`src/rtl/bpu_update_ctrl_pkg.sv`:
```
// Shared types for the branch-resolution update controller and its in-flight queue.
package bpu_update_ctrl_pkg;

    localparam int unsigned DEPTH = 4;
    localparam int unsigned PTR_W = 2;
    localparam int unsigned CNT_W = 3;

    typedef struct packed {
        logic [31:0] pc;
        logic        pred;
        logic [31:0] target;
        logic        cond;
    } brq_entry_t;

    typedef enum logic {
        StRun   = 1'b0,
        StFlush = 1'b1
    } bpu_state_e;

endpackage

```
`src/rtl/brq_fifo.sv`:
```
// In-order queue of predicted control-transfer instructions awaiting resolution.
module brq_fifo
    import bpu_update_ctrl_pkg::*;
(
    input  logic       i_clk,
    input  logic       i_rst,
    input  logic       i_clear,
    input  logic       i_push,
    input  brq_entry_t i_push_data,
    input  logic       i_pop,
    output logic       o_full,
    output logic       o_empty,
    output brq_entry_t o_head
);

    brq_entry_t             r_mem [DEPTH];
    logic [PTR_W-1:0]       r_head;
    logic [PTR_W-1:0]       r_tail;
    logic [CNT_W-1:0]       r_count;
    logic                   w_push;
    logic                   w_pop;

    assign o_full  = (r_count == CNT_W'(DEPTH));
    assign o_empty = (r_count == '0);
    assign o_head  = r_mem[r_head];

    assign w_push = i_push && !o_full;
    assign w_pop  = i_pop && !o_empty;

    // Pointers are exactly log2(DEPTH) wide, so increments wrap 3 -> 0 for free.
    always_ff @(posedge i_clk) begin
        if (i_rst || i_clear) begin
            r_head  <= '0;
            r_tail  <= '0;
            r_count <= '0;
        end else begin
            if (w_push) r_tail <= r_tail + 1'b1;
            if (w_pop)  r_head <= r_head + 1'b1;
            unique case ({w_push, w_pop})
                2'b10:   r_count <= r_count + 1'b1;
                2'b01:   r_count <= r_count - 1'b1;
                default: r_count <= r_count;
            endcase
        end
    end

    always_ff @(posedge i_clk) begin
        if (w_push) r_mem[r_tail] <= i_push_data;
    end

endmodule

```
`src/rtl/bpu_update_ctrl.sv`:
```
// Tracks predicted branches in flight, checks them on resolution and drives predictor
// updates, pipeline flushes and statistics.
module bpu_update_ctrl
    import bpu_update_ctrl_pkg::*;
(
    input  logic        i_clk,
    input  logic        i_rst,
    input  logic        i_alloc_valid,
    input  logic [31:0] i_alloc_pc,
    input  logic        i_alloc_pred,
    input  logic [31:0] i_alloc_target,
    input  logic        i_alloc_cond,
    output logic        o_alloc_ready,
    input  logic        i_resolve_valid,
    input  logic        i_resolve_taken,
    input  logic [31:0] i_resolve_target,
    output logic        o_upd_valid,
    output logic [31:0] o_upd_pc,
    output logic        o_upd_taken,
    output logic        o_flush,
    output logic [31:0] o_redirect_pc,
    output logic [31:0] o_branch_cnt,
    output logic [31:0] o_mispred_cnt,
    output logic        o_err
);

    bpu_state_e  r_state;
    bpu_state_e  w_state_nxt;
    logic        r_flush;
    logic [31:0] r_redirect_pc;
    logic        r_upd_valid;
    logic [31:0] r_upd_pc;
    logic        r_upd_taken;
    logic [31:0] r_branch_cnt;
    logic [31:0] r_mispred_cnt;
    logic        r_err;

    logic        w_full;
    logic        w_empty;
    brq_entry_t  w_head;
    brq_entry_t  w_alloc_entry;
    logic        w_run;
    logic        w_res_acc;
    logic        w_mispred;
    logic        w_alloc_fire;
    logic        w_err_set;

    assign w_run         = (r_state == StRun);
    assign o_alloc_ready = !w_full && w_run;

    assign w_res_acc = w_run && i_resolve_valid && !w_empty;
    assign w_mispred = w_res_acc && ((w_head.pred != i_resolve_taken) ||
                       (i_resolve_taken && (w_head.target != i_resolve_target)));

    // An allocation racing a mispredict is younger than the branch: squash it silently.
    assign w_alloc_fire = i_alloc_valid && o_alloc_ready && !w_mispred;
    assign w_err_set    = (i_alloc_valid && !o_alloc_ready && !w_mispred) ||
                          (w_run && i_resolve_valid && w_empty);

    assign w_alloc_entry = '{pc: i_alloc_pc, pred: i_alloc_pred,
                             target: i_alloc_target, cond: i_alloc_cond};

    brq_fifo u_brq_fifo (
        .i_clk       (i_clk),
        .i_rst       (i_rst),
        .i_clear     (w_mispred),
        .i_push      (w_alloc_fire),
        .i_push_data (w_alloc_entry),
        .i_pop       (w_res_acc),
        .o_full      (w_full),
        .o_empty     (w_empty),
        .o_head      (w_head)
    );

    always_comb begin
        w_state_nxt = r_state;
        unique case (r_state)
            StRun:   if (w_mispred) w_state_nxt = StFlush;
            StFlush: w_state_nxt = StRun;
            default: w_state_nxt = StRun;
        endcase
    end

    always_ff @(posedge i_clk) begin
        if (i_rst) begin
            r_state       <= StRun;
            r_flush       <= 1'b0;
            r_redirect_pc <= '0;
            r_upd_valid   <= 1'b0;
            r_upd_pc      <= '0;
            r_upd_taken   <= 1'b0;
            r_branch_cnt  <= '0;
            r_mispred_cnt <= '0;
            r_err         <= 1'b0;
        end else begin
            r_state     <= w_state_nxt;
            r_flush     <= w_mispred;
            r_upd_valid <= w_res_acc && w_head.cond;
            if (w_mispred) begin
                r_redirect_pc <= i_resolve_target;
                r_mispred_cnt <= r_mispred_cnt + 1'b1;
            end
            if (w_res_acc) r_branch_cnt <= r_branch_cnt + 1'b1;
            if (w_res_acc && w_head.cond) begin
                r_upd_pc    <= w_head.pc;
                r_upd_taken <= i_resolve_taken;
            end
            if (w_err_set) r_err <= 1'b1;
        end
    end

    assign o_flush       = r_flush;
    assign o_redirect_pc = r_redirect_pc;
    assign o_upd_valid   = r_upd_valid;
    assign o_upd_pc      = r_upd_pc;
    assign o_upd_taken   = r_upd_taken;
    assign o_branch_cnt  = r_branch_cnt;
    assign o_mispred_cnt = r_mispred_cnt;
    assign o_err         = r_err;

endmodule
```
`config.mk`:
```
export PLATFORM = sky130hd
export DESIGN_NAME = bpu_update_ctrl
export DESIGN_NICKNAME = d
export VERILOG_FILES = /design/src/rtl/bpu_update_ctrl_pkg.sv /design/src/rtl/brq_fifo.sv /design/src/rtl/bpu_update_ctrl.sv
export SDC_FILE = /design/constraint.sdc
export NUM_CORES = 1
export LEC_CHECK = 0
export CAP_MARGIN = 10
export CORE_MARGIN = 4
export CORE_UTILIZATION = 40
export DETAILED_ROUTE_END_ITERATION = 10
export HOLD_SLACK_MARGIN = 0.02
export MAX_ROUTING_LAYER = met4
export PLACE_DENSITY_LB_ADDON = 0.1
export SLEW_MARGIN = 20
export SYNTH_ARGS = -nofsm -noshare
export SYNTH_HDL_FRONTEND = slang
export SYNTH_SLANG_ARGS = --single-unit
```
`constraint.sdc`:
```
create_clock -name i_clk -period 4.75 [get_ports i_clk]
set_input_delay 0.95 -clock i_clk [delete_from_list [all_inputs] [get_ports i_clk]]
set_output_delay 0.95 -clock i_clk [all_outputs]
set_load 0.01 [all_outputs]
```
Yosys cells after proc, flatten, opt, wreduce, memory -nomap -nowiden
Memory sizes are Yosys's and may differ from the RTL's. A register that Yosys moved wholly into a read port is not among the register bits.
Index checks and enable logic that the tools add are counted.
- $add $sub $neg: 6
- equality and inequality tests: 5
- muxes and demuxes: 7
- bitwise operators: 1
- reduce and logical (&&, ||, !) cells: 22
- operators with widths (cell ; count):
    32-bit by 1-bit adder with 32-bit output (second input constant) ; 2
    32-bit inequality test ; 1
    1-bit logical AND ; 13
    3-bit one-hot mux with 2 select lines ; 1
    2-bit by 1-bit adder with 2-bit output (second input constant) ; 2
    1-bit zero test ; 4
    2-bit 2-to-1 mux ; 2
    3-bit by 1-bit adder with 3-bit output (second input constant) ; 1
    3-bit == test (second input constant) ; 1
    3-bit zero test ; 1
    1-bit logical OR ; 3
    1-bit 2-to-1 mux ; 3
    3-bit by 1-bit subtractor with 3-bit output (second input constant) ; 1
    2-bit by 1-bit == test with 1-bit output (second input constant) ; 1
    2-bit == test (second input constant) ; 1
    1-bit one-hot mux with 2 select lines ; 1
    2-bit nonzero test ; 1
    1-bit inequality test ; 1
    1-bit inverter ; 1
- register bits: 140
- RAM bits: 264
- bits of input ports: 103
- word-level logic and storage cells: 54
- memories kept: 1
- memories (memory ; depth ; bits a word ; read ports ; clocked after memory_dff ; write ports ; line ; text):
    u_brq_fifo.r_mem ; 4 ; 66 ; 1 ; 1 ; 1 ; brq_fifo.sv:16 ; brq_entry_t r_mem [DEPTH];

Depth between registers and ports, before layout
Gate-level depths: netlist of the first run.
- depth after elaboration: 9
- mapped depth: 16
- mapped depth without buffers: 14

Modules after synthesis
A second synthesis of the first run with hierarchy kept.
- cell total of the unflattened synthesis: 1123
- area, all modules: 15942.8 um^2
- modules (own cells, without submodules) (module ; instances ; cells each ; area each (um^2)):
    brq_fifo ; 1 ; 400 ; 9993.3
    bpu_update_ctrl ; 1 ; 723 ; 5949.5

Worst setup path before layout of the first run
Ideal clock, no wire load.
- path type: input -> register
- start: in i_resolve_target[27]
- end: mem u_brq_fifo.r_mem[0][0] (netlist bit), enable pin
- arrival time: 3.836 ns
- slack: 0.483 ns
- stages: 7
- cells stage by stage: inv_1 -> a221oi_1 -> nand3_1 -> a2111oi_0 -> nand4_1 -> nand2_1 -> and3_1
- cells in the longest elaborated chain, start to end: 9
- RTL lines (what ; line ; text):
    start, declared ; bpu_update_ctrl.sv:16 ; input logic [31:0] i_resolve_target,
    32-bit inequality test ; bpu_update_ctrl.sv:53 ; (i_resolve_taken && (w_head.target != i_resolve_target)));
    1-bit logical AND ; bpu_update_ctrl.sv:53 ;
    1-bit logical OR ; bpu_update_ctrl.sv:52 ; assign w_mispred = w_res_acc && ((w_head.pred != i_resolve_taken) ||
    1-bit logical AND ; bpu_update_ctrl.sv:52 ;
    1-bit zero test ; bpu_update_ctrl.sv:56 ; assign w_alloc_fire = i_alloc_valid && o_alloc_ready && !w_mispred;
    1-bit logical AND ; bpu_update_ctrl.sv:56 ;
    1-bit logical AND ; brq_fifo.sv:27 ; assign w_push = i_push && !o_full;
    1-bit 2-to-1 mux ; brq_fifo.sv:48 ; if (w_push) r_mem[r_tail] <= i_push_data;
    1-bit 2-to-1 mux (not written as such) ; brq_fifo.sv:48 ;
    end, declared ; brq_fifo.sv:16 ;
No other way between the ends.

==> summary.md, run 1 <==
| Metric | Value |
|---|---|
| RSZ-0062 raised after global routing | false |
| Clock Skews | 17.31 ps |
| Post-route ant nets | 0 |
| Gpl congestion | 0.8095 |
| Fraction of layout cells with a size suffix above 1 | 11.91% |
| Fin crit period | 4001 ps |
| Die Wd | 207.9 um |
| Worst path arrival time | 4460 ps |
| Port buffer count | 235 |
| Design Power | 10.06 mW |
| Hold WC Path Type | flip-flop to flip-flop |
| Largest net degree at the start of global routing | 96 |
| Die Ht | 207.9 um |
| P&R area growth vs syn | 27.51% |
| Gr ovfl total | 0 |
| Number of synthesis warnings | 0 |
| First-pass GRT wire length | 61390 um |
| Pwr Density | 493.6 mW/mm^2 |
| Drt pass-1 iters | 5 |
| Predominant post-synthesis flop cell | edfxtp_1 |
| Max-Cap Viols | 0 |
| Leakage | 6.433 nW |
| Slew Viols, Final | 0 |
| Final hold violations | 0 |
| # fillers | 3346 |
| Core area | 0.03910 mm^2 |
| Initial antenna violation count | 1 |
| Max Buffers Root-to-Sink | 3 |
| Layout Nets | 1487 |
| Clk root buf | clkbuf_16 |
| Hold depth | 2 |
| Clock Sink Count | 406 |
| Final setup viols | 0 |
| Seq/Total Area, Yosys | 67.40% |
| Total GRT Usage | 18.43% |
| Maximum level of the CTS H-tree | 2 |
| Io pins | 236 |
| Full die area | 0.04321 mm^2 |
| Mapped Cells | 1139 |
| Status | finished clean |
| Max Freq | 249.9 MHz |
| Cell Rows | 72 |
| Max VDD drop | 0.0002414 V |
| Post CTS Setup Buffer Count | 0 |
| Synthesized Nets | 1250 |
| CTS tree | done |
| Dpl hpwl | 26020 um |
| Drt initial violations | 622 |
| Synth Area per Inst | 14.03 um^2 |
| CTS clk-pin slew, worst paths | 60 ps |
| Post_cts resized | 0 |
| Crit-path max FO | 38 |
| Critical Path Start Type | flip-flop |
| Ys async rst share | 0% |
| WS Path Type | flip-flop to flip-flop |
| Yosys cell types | 52 |
| DRC | 0 |
| Latest clock arrival within the worst-skew pair | 560 ps |
| EDFF count, synth | 264 |
| Crit. End Element | flip-flop |
| TritonCTS buffer count | 44 |
| Initial core utilization | 40.87% |
| Setup Total Neg Slack | 0 ps |
| Synth Cell Area | 0.01598 mm^2 |
| Via density | 5.330 |
| R2R depth | 14 |
| Relative slew slack | 47.23% |
| Data required time of the worst path | 5210 ps |
| Final WL | 39620 um |
| Worst-Margin Slew | 791.6 ps |
| WHS | 451.1 ps |
| Vias in the first global route | 10300 |
| Flops & latches, synth | 406 |
| Cts hold-fix bufs | 0 |
| Final period util | 84.24% |
| DR vias | 10290 |
| Routed wire per std cell | 20.53 um |
## layout by cell type, fill, tap and decap left out, types with 2 or more instances in the layout
master / netlist / routed
a21oi_1: 103 / 103
a31oi_1: 2 / 2
and2_1: 4 / 4
and3_1: 14 / 10
and3_4: 0 / 4
and4_1: 9 / 8
buf_12: 0 / 9
buf_4: 3 / 17
bufinv_16: 0 / 2
clkbuf_1: 40 / 12
clkbuf_16: 0 / 44
clkbuf_8: 0 / 6
clkdlybuf4s50_1: 0 / 234
clkinv_1: 0 / 9
clkinv_2: 0 / 6
dfxtp_1: 142 / 140
dfxtp_4: 0 / 2
edfxtp_1: 264 / 264
ha_1: 7 / 7
inv_1: 16 / 16
mux2_2: 11 / 11
mux2i_1: 15 / 15
mux4_2: 57 / 57
nand2_1: 90 / 90
nand3_1: 67 / 67
nand4_1: 19 / 19
nor2_1: 42 / 42
nor2b_1: 4 / 4
nor3_1: 19 / 19
nor4_1: 3 / 3
o2111ai_1: 2 / 2
o21ai_0: 37 / 37
o21ai_1: 5 / 4
o221ai_1: 2 / 2
o31ai_1: 26 / 26
or3_1: 7 / 7
or4_1: 26 / 26
xnor2_1: 32 / 32
xor2_1: 25 / 25
## kinds of logic (layout without fill, tap and decap cells)
group	Yosys count	in the layout	share of synthesized area [%]
flops	406	406	67.40
simple gates	309	309	9.796
compound gates	188	188	6.664
buf+inv	87	359	2.521
mux	84	84	9.819
xor+xnor	57	57	3.124
fa+ha+maj	8	8	0.6734
other cells	0	1	0
## stage by stage
| stage | cell area, um^2 | setup WS [ps] | std cells | utilization (%) |
|---|---|---|---|---|
| after floorplan | 15980 | 482.9 | 1139 | - |
| final | 20370 | 748.6 | 1930 | 52.11 |
| after detailed placement | 18990 | 499.8 | 1848 | 48.57 |
| after global placement | 18990 | 576.9 | 1848 | 48.57 |
| after global routing | 20370 | 456.1 | 1930 | 52.11 |
| after CTS | 20370 | 759.4 | 1929 | 52.10 |
## Yosys cell counts (9+ instances only)
library cell	number	share of area (%)
and3_1	14	0.55
nand2_1	90	2.1
mux4_2	57	8.0
nor2_1	42	0.99
buf_2	10	0.31
xnor2_1	32	1.8
clkbuf_1	40	0.94
nand3_1	67	2.1
dfxtp_1	142	18
and4_1	9	0.49
nand4_1	19	0.74
edfxtp_1	264	50
buf_1	10	0.23
or4_1	26	1.2
a21oi_1	103	3.2
o21ai_0	37	1.2
o31ai_1	26	1.2
mux2_2	11	0.78
nor3_1	19	0.60
mux2i_1	15	0.94
inv_1	16	0.38
xor2_1	25	1.4
## per-layer routing
layer / wire (um) / track usage, % / share of wire, %
met2: 18910 / 29.13 / 48
met4: 915 / 5.277 / 2.3
met3: 2055 / 3.023 / 5.2
met1: 17750 / 24.93 / 45
met5: 0 / - / 0
## final cells by class
| cell class | instances | area, um^2 | area share, % |
|---|---|---|---|
| tap | 518 | 648.1 | 3.181 |
| sequential | 406 | 10780 | 52.90 |
| clock buffer | 62 | 1229 | 6.030 |
| antenna | 1 | 2.502 | 0.01228 |
| timing repair buffer | 261 | 2661 | 13.06 |
| multi-input combinational | 646 | 4843 | 23.77 |
| clock inverter | 19 | 148.9 | 0.7308 |
| inverter | 17 | 63.81 | 0.3132 |
## report_power, final
group	internal [mW]	switching, mW
Combinational	1.05	1.17
Sequential	4.32	0.243
Clock	1.91	1.36
## critical path, stage by stage (launching register included)
cell and delay (ps):
dfxtp_4 740, mux2_2 420, a211oi_1 300, nor3_1 100
a2111oi_0 600, buf_4 220, nand4_1 160, nand2_1 280
nand2_1 90, ha_1 230, inv_1 70, fa_1 400
nor2_1 100, a21oi_1 50, nor3_1 140
## registers in the layout, summed over array words and instances, names as in the netlist, named ones only
register and cells:
o_mispred_cnt 32, o_upd_pc 32, o_err 1, u_brq_fifo.r_count 3, u_brq_fifo.r_tail 2, u_brq_fifo.r_mem 264
o_branch_cnt 32, o_upd_valid 1, u_brq_fifo.r_head 2, o_redirect_pc 32, r_state 1, o_upd_taken 1
o_flush 1
## path summary, 6_finish.rpt
kind,from,slack (ps),end
worst max register to register,flip-flop,750,u_brq_fifo.r_count[1]
worst min-delay path,o_upd_pc[15],450,o_upd_pc[15]
worst min register to register,o_upd_pc[15],450,o_upd_pc[15]
worst max-delay path,flip-flop,750,u_brq_fifo.r_count[1]
Note: power is estimated with default switching activity, not from simulation.
==> run 2: changes to the inputs <==
clock period = 3.93 ns   (was 4.75 ns; I/O delays follow)
==> run 2 against run 1 <==
Final cell count grew 0.83%. Count of clock-buffer cells in the layout fell by 1. First-iteration DRC count is 21% higher. Clock skew rose by 2.3 ps. Critical path depth up 1. Total power rose by 25%. Sequential power up 20%. Via count up 0.30%. Utilization increased by 0.74 points. Sequential share of layout area shrank 0.74 points. Highest routed layer unchanged.
==> summary.md, run 2 (same netlist as run 1, synthesis figures left out) <==
| Metric | Value |
|---|---|
| Status | finished clean |
| CTS tree | done |
| Hold WC Path Type | flip-flop to flip-flop |
| Layout Nets | 1497 (+0.67%) |
| Leakage | 6.563 nW (+2.0%) |
| Gpl congestion | 0.7987 (-1.3%) |
| Register Area | 0.01078 mm^2 (unchanged) |
| Sequential share of power | 43.7% (-1.7 points) |
| Clk root buf | clkbuf_16 |
| Gate power share | 22.1% (about the same) |
| Die Ht | 207.9 um (unchanged) |
| Dpl ws | -75.76 ps (-575.5 ps) |
| Slew Viols, Final | 0 (unchanged) |
| RSZ-0062 raised after global routing | false |
| Cts hold-fix bufs | 0 (unchanged) |
| Max VDD drop | 0.0004029 V (+67%) |
| Data required time of the worst path | 4420 ps (-790 ps) |
| Dpl hpwl | 26150 um (+0.48%) |
| Fin crit period | 3642 ps (-359.4 ps) |
| Fraction of layout cells with a size suffix above 1 | 13.23% (+1.3 points) |
| Max Freq | 274.6 MHz (+9.9%) |
| Clock Skews | 19.60 ps (+2.299 ps) |
| Relative slew slack | 33.93% (-13 points) |
| Largest net degree at the start of global routing | 92 (-4.2%) |
| Sw power | 3.401 mW (+22%) |
| Final setup viols | 0 (unchanged) |
| Core area | 0.03910 mm^2 (unchanged) |
| Die Wd | 207.9 um (unchanged) |
| Post CTS Setup Buffer Count | 0 (unchanged) |
| Slack of the critical path | 287.9 ps (-460.6 ps) |
| CTS clk-pin slew, worst paths | 60 ps (about the same) |
| Final hold violations | 0 (unchanged) |
| Final period util | 92.67% (+8.4 points) |
| # fillers | 3293 (-1.6%) |
| Worst-Margin Slew | 991.0 ps (+199.5 ps) |
| Int Pwr | 9.139 mW (+26%) |
| Area of the multi-input gates | 0.004845 mm^2 (about the same) |
| Initial antenna violation count | 7 (+6) |
| Max FFs per register | 264 (unchanged) |
| DRC | 0 (unchanged) |
| Full die area | 0.04321 mm^2 (unchanged) |
| Cell Rows | 72 (unchanged) |
| Sw Ratio | 27.12% (-0.49 points) |
| Max-Cap Viols | 0 (unchanged) |
| Max Buffers Root-to-Sink | 3 (unchanged) |
| Crit-path max FO | 25 (-34%) |
| Routed wire per std cell | 20.14 um (-1.9%) |
| Latest clock arrival within the worst-skew pair | 570 ps (about the same) |
| DR vias | 10320 (+0.30%) |
| Commonest non-fill, non-tap cell in the layout | edfxtp_1 |
| Post-route ant nets | 0 (unchanged) |
| Most frequent cells in the layout | 264 x edfxtp_1, 234 x clkdlybuf4s50_1, 140 x dfxtp_1 |
| Pwr Density | 606.9 mW/mm^2 (+23%) |
| Drt initial violations | 751 (+21%) |
| Critical Path Start Type | flip-flop |
| Gr ovfl total | 0 (unchanged) |
| Drt pass-1 iters | 5 (unchanged) |
| Via density | 5.302 (-0.52%) |
| Top reg by flops | u_brq_fifo.r_mem |
| Post_cts resized | 0 (unchanged) |
| Initial core utilization | 40.87% (unchanged) |
| Port buffer count | 235 (unchanged) |
| First-pass GRT wire length | 60350 um (-1.7%) |
| Util after Layout | 52.85% (+0.74 points) |
| Final WL | 39190 um (-1.1%) |
| P&R area growth vs syn | 29.32% |
| Clock Sink Count | 406 (unchanged) |
| Crit. End Element | flip-flop |
| Io pins | 236 (unchanged) |
| WS Path Type | flip-flop to flip-flop |
| Worst path arrival time | 4130 ps (-330 ps) |
| Vias in the first global route | 10120 (-1.8%) |
| Total GRT Usage | 18.19% (-0.25 points) |
| Final Instance Area | 0.02066 mm^2 (+1.4%) |
| Clock power frac | 34.2% (+1.7 points) |
| Maximum level of the CTS H-tree | 2 (unchanged) |
| TritonCTS buffer count | 44 (unchanged) |
| Placed Area | 0.01912 mm^2 (+0.66%) |
[run 2: changes by cell type in the layout (fill, tap and decap cells not counted), sizes merged]
cell	before	now
clkbuf	62	61
inv	18	19
buf	27	37
bufinv	2	5
clkinv	16	10
diode	1	7
clkinvlp	0	3
[run 2: power groups by stage]
stage	Sequential [mW]	Combinational, mW	Clock (mW)
CTS	5.50	2.83	4.41
floorplan	5.53	1.67	0
detailed placement	5.58	2.82	0
global route	5.55	3.01	4.59
finish	5.49	2.77	4.28
global placement	5.57	2.82	0
[run 2: layer usage]
layer | global-route usage (%) | up-vias | share of wire [%]
met1 | 24.09 | 5118 | 45
li1 | - | 4855 | -
met3 | 3.975 | 52 | 5.2
met4 | 4.689 | 0 | 1.8
met2 | 28.83 | 292 | 48
met5 | - | - | 0
[run 2: worst max-delay path: stages, from the launching register on]
cell and delay (ps):
dfxtp_4 620, buf_4 250, mux2i_1 360, nor3_1 90
a211o_1 280, a2111oi_1 420, buf_4 200, nand4_1 140
nand2_1 160, nand2_1 70, ha_1 230, inv_1 70
fa_1 400, nor2_1 90, a21oi_1 40, nor3_1 120
[run 2: final cells by class]
class / count / share of cell area [%]
sequential: 406 / 52.16
clock inverter: 20 / 1.278
tap: 518 / 3.137
multi-input combinational: 646 / 23.45
inverter: 17 / 0.3088
clock buffer: 61 / 6.122
antenna: 7 / 0.08477
timing repair buffer: 271 / 13.47
[run 2: path summary, 6_finish.rpt]
kind,cells after the start,endpoint,slack (ps),start
min,2,o_upd_pc[22],450,o_upd_pc[22]
min reg2reg,2,o_upd_pc[22],450,o_upd_pc[22]
max reg2reg,15,u_brq_fifo.r_count[1],290,flip-flop
max,15,u_brq_fifo.r_count[1],290,flip-flop
[run 2: stage by stage]
stage | std cells | hold WS, ps | power, mW | TNS [ps]
global placement | 1858 | 442.3 | 8.385 | -186.1
floorplan | 1139 | 480.5 | 7.199 | 0
CTS | 1939 | 453.8 | 12.74 | 0
global route | 1946 | 468.7 | 13.16 | 0
detailed placement | 1858 | 449.3 | 8.405 | -1319
finish | 1946 | 454.5 | 12.54 | 0
==> run 3: changes to the inputs <==
--- a/config.mk
+++ b/config.mk
@@ -13,3 +13,3 @@
 export MAX_ROUTING_LAYER = met4
-export PLACE_DENSITY_LB_ADDON = 0.1
+export PLACE_DENSITY_LB_ADDON = 0.12
 export SLEW_MARGIN = 20
==> constraint.sdc (replaced) <==
create_clock -name i_clk -period 3.93 [get_ports i_clk]
set_input_delay 0.9825 -clock i_clk [delete_from_list [all_inputs] [get_ports i_clk]]
set_output_delay 0.9825 -clock i_clk [all_outputs]
set_load 0.01 [all_outputs]
==> run 3 against run 2 <==
Setup slack improved by 75 ps. Cell area decreased by 0.23%. Clock power decreased by 3%. Total power decreased by 0.74%. Critical path type unchanged. Largest power group unchanged.
==> summary.md, run 3 (same netlist as run 1, synthesis figures left out) <==
| Metric | Value |
|---|---|
| CTS tree | done |
| Die Ht | 207.9 um (unchanged) |
| Most frequent cells in the layout | 264 x edfxtp_1, 234 x clkdlybuf4s50_1, 140 x dfxtp_1 |
| DR vias | 10360 (+0.38%) |
| Layout Nets | 1502 (+0.33%) |
| Commonest non-fill, non-tap cell in the layout | edfxtp_1 |
| Clock power frac | 33.3% (-0.9 points) |
| Drt initial violations | 689 (-8.3%) |
| Largest net degree at the start of global routing | 60 (-35%) |
| Wl on met1 | 17670 um (+0.22%) |
| Hold endpoint | o_upd_pc[0] |
| Cell Rows | 72 (unchanged) |
| Critical Path Start Type | flip-flop |
| Fraction of layout cells with a size suffix above 1 | 13.11% (-0.12 points) |
| Worst R2R Setup Slack | 360 ps (+70 ps) |
| Gr ovfl total | 0 (unchanged) |
| Final period util | 90.77% (-1.9 points) |
| Worst-Margin Slew | 719.2 ps (-271.9 ps) |
| # fillers | 3358 (+2.0%) |
| Max VDD drop | 0.0003444 V (-15%) |
| DR WL met2 | 18930 um (+0.58%) |
| Worst R2R End | u_brq_fifo.r_count[1] |
| TritonCTS buffer count | 44 (unchanged) |
| Clk root buf | clkbuf_16 |
| Clock Sink Count | 406 (unchanged) |
| Status | finished clean |
| Max FFs per register | 264 (unchanged) |
| CTS clk-pin slew, worst paths | 60 ps (about the same) |
| Max Freq | 280.3 MHz (+2.1%) |
| Cts hold-fix bufs | 0 (unchanged) |
| Final hold violations | 0 (unchanged) |
| Crit-path max FO | 17 (-32%) |
| Routed wl met3 | 1907 um (-5.9%) |
| Clock Skews | 25.98 ps (+6.379 ps) |
| Top reg by flops | u_brq_fifo.r_mem |
| Port buffer count | 235 (unchanged) |
| Final WL | 39430 um (+0.63%) |
| Max Buffers Root-to-Sink | 3 (unchanged) |
| R2R depth | 14 (-1) |
| Final Instance Area | 0.02062 mm^2 (-0.23%) |
| Post-route ant nets | 0 (unchanged) |
| P&R area growth vs syn | 29.02% |
| Data required time of the worst path | 4430 ps (about the same) |
| Worst path arrival time | 4060 ps (-70 ps) |
| Leakage | 6.552 nW (-0.17%) |
| DRC | 0 (unchanged) |
| Full die area | 0.04321 mm^2 (unchanged) |
| Sequential share of power | 43.9% (+0.2 points) |
| RSZ-0062 raised after global routing | false |
| Core area | 0.03910 mm^2 (unchanged) |
| Die Wd | 207.9 um (unchanged) |
| Sw power | 3.413 mW (+0.36%) |
| Worst hold start | o_upd_pc[0] |
| Fin crit period | 3567 ps (-74.97 ps) |
| Pwr Density | 603.8 mW/mm^2 (-0.52%) |
| WHS | 453.4 ps (-1.111 ps) |
| Latest clock arrival within the worst-skew pair | 570 ps (about the same) |
| Dpl hpwl | 26200 um (+0.19%) |
| Routed wire per std cell | 20.23 um (+0.48%) |
| Relative slew slack | 51.88% (+18 points) |
| Total GRT Usage | 18.33% (+0.14 points) |
| WS Path Type | flip-flop to flip-flop |
| Final setup viols | 0 (unchanged) |
| Max-Cap Viols | 0 (unchanged) |
| Post CTS Setup Buffer Count | 0 (unchanged) |
| Maximum level of the CTS H-tree | 2 (unchanged) |
| Post_cts resized | 0 (unchanged) |
| Int Pwr | 9.034 mW (-1.2%) |
| Gate power share | 22.8% (+0.7 points) |
| Hold WC Path Type | flip-flop to flip-flop |
| Hold depth | 2 (unchanged) |
| Io pins | 236 (unchanged) |
| Top layer in use | met4 |
| Initial core utilization | 40.87% (unchanged) |
| Vias in the first global route | 10430 (+3.1%) |
| Drt pass-1 iters | 5 (unchanged) |
| Placed Area | 0.01915 mm^2 (+0.20%) |
| Initial antenna violation count | 5 (-2) |
| Via density | 5.313 (+0.22%) |
| Slew Viols, Final | 0 (unchanged) |
| Crit. End Element | flip-flop |
| Gpl congestion | 0.8750 (+9.6%) |
| Sw Ratio | 27.42% (+0.30 points) |
| First-pass GRT wire length | 60840 um (+0.82%) |
## run 3: worst max path at each step
stage / endpoint / start
after floorplan: u_brq_fifo.r_mem[0][0] / i_resolve_target[27]
after global placement: u_brq_fifo.r_count[1] / i_resolve_target[27]
after detailed placement: u_brq_fifo.r_count[1] / i_resolve_target[27]
after CTS: u_brq_fifo.r_count[1] / flip-flop
after global routing: u_brq_fifo.r_count[2] / flip-flop
final: u_brq_fifo.r_count[1] / flip-flop
## run 3: routing by layer
layer  up-vias  GRT usage (%)
met5         -              -
met4         0          5.912
met2       276          28.76
met3        62          3.083
met1      5164          24.61
li1       4854              -
## run 3: cell type report
type | count | area [um^2] | area share (%)
flip-flops and latches | 406 | 10780 | 52.28
clock inverters | 28 | 315.3 | 1.529
inverters | 17 | 63.81 | 0.3095
diodes | 5 | 12.51 | 0.06069
repair buffers | 276 | 2820 | 13.68
well taps | 518 | 648.1 | 3.144
multi-input cells | 646 | 4843 | 23.49
clock buffers | 53 | 1135 | 5.505
## run 3: metrics by stage
step                      total power, mW  cells  setup WS [ps]  util [%]  setup TNS, ps
after CTS                           12.66   1944          306.1     52.70              0
after global placement              8.438   1863         -84.14     48.99         -133.4
final                               12.45   1949          362.9     52.73              0
after floorplan                     7.199   1139          357.7         -              0
after global routing                13.07   1949          85.30     52.73              0
after detailed placement            8.458   1863         -75.32     48.99         -142.1
## run 3: power groups by stage
stage | combinational (mW) | clock, mW | sequential [mW]
2_1_floorplan | 1.67 | 0 | 5.53
3_3_place_gp | 2.90 | 0 | 5.54
3_5_place_dp | 2.89 | 0 | 5.56
4_1_cts | 2.91 | 4.28 | 5.48
5_1_grt | 3.10 | 4.44 | 5.53
6_report | 2.84 | 4.14 | 5.47
## run 3: worst max-delay path: stages, from the launching register on
cell	delay, ps
dfxtp_4	580
buf_4	240
mux4_2	540
xnor2_1	170
nand4_1	200
nor4_1	360
nand4_1	240
nand2_1	160
nand2_1	60
ha_1	220
inv_1	70
fa_1	400
nor2_1	90
a21oi_1	50
nor3_1	110
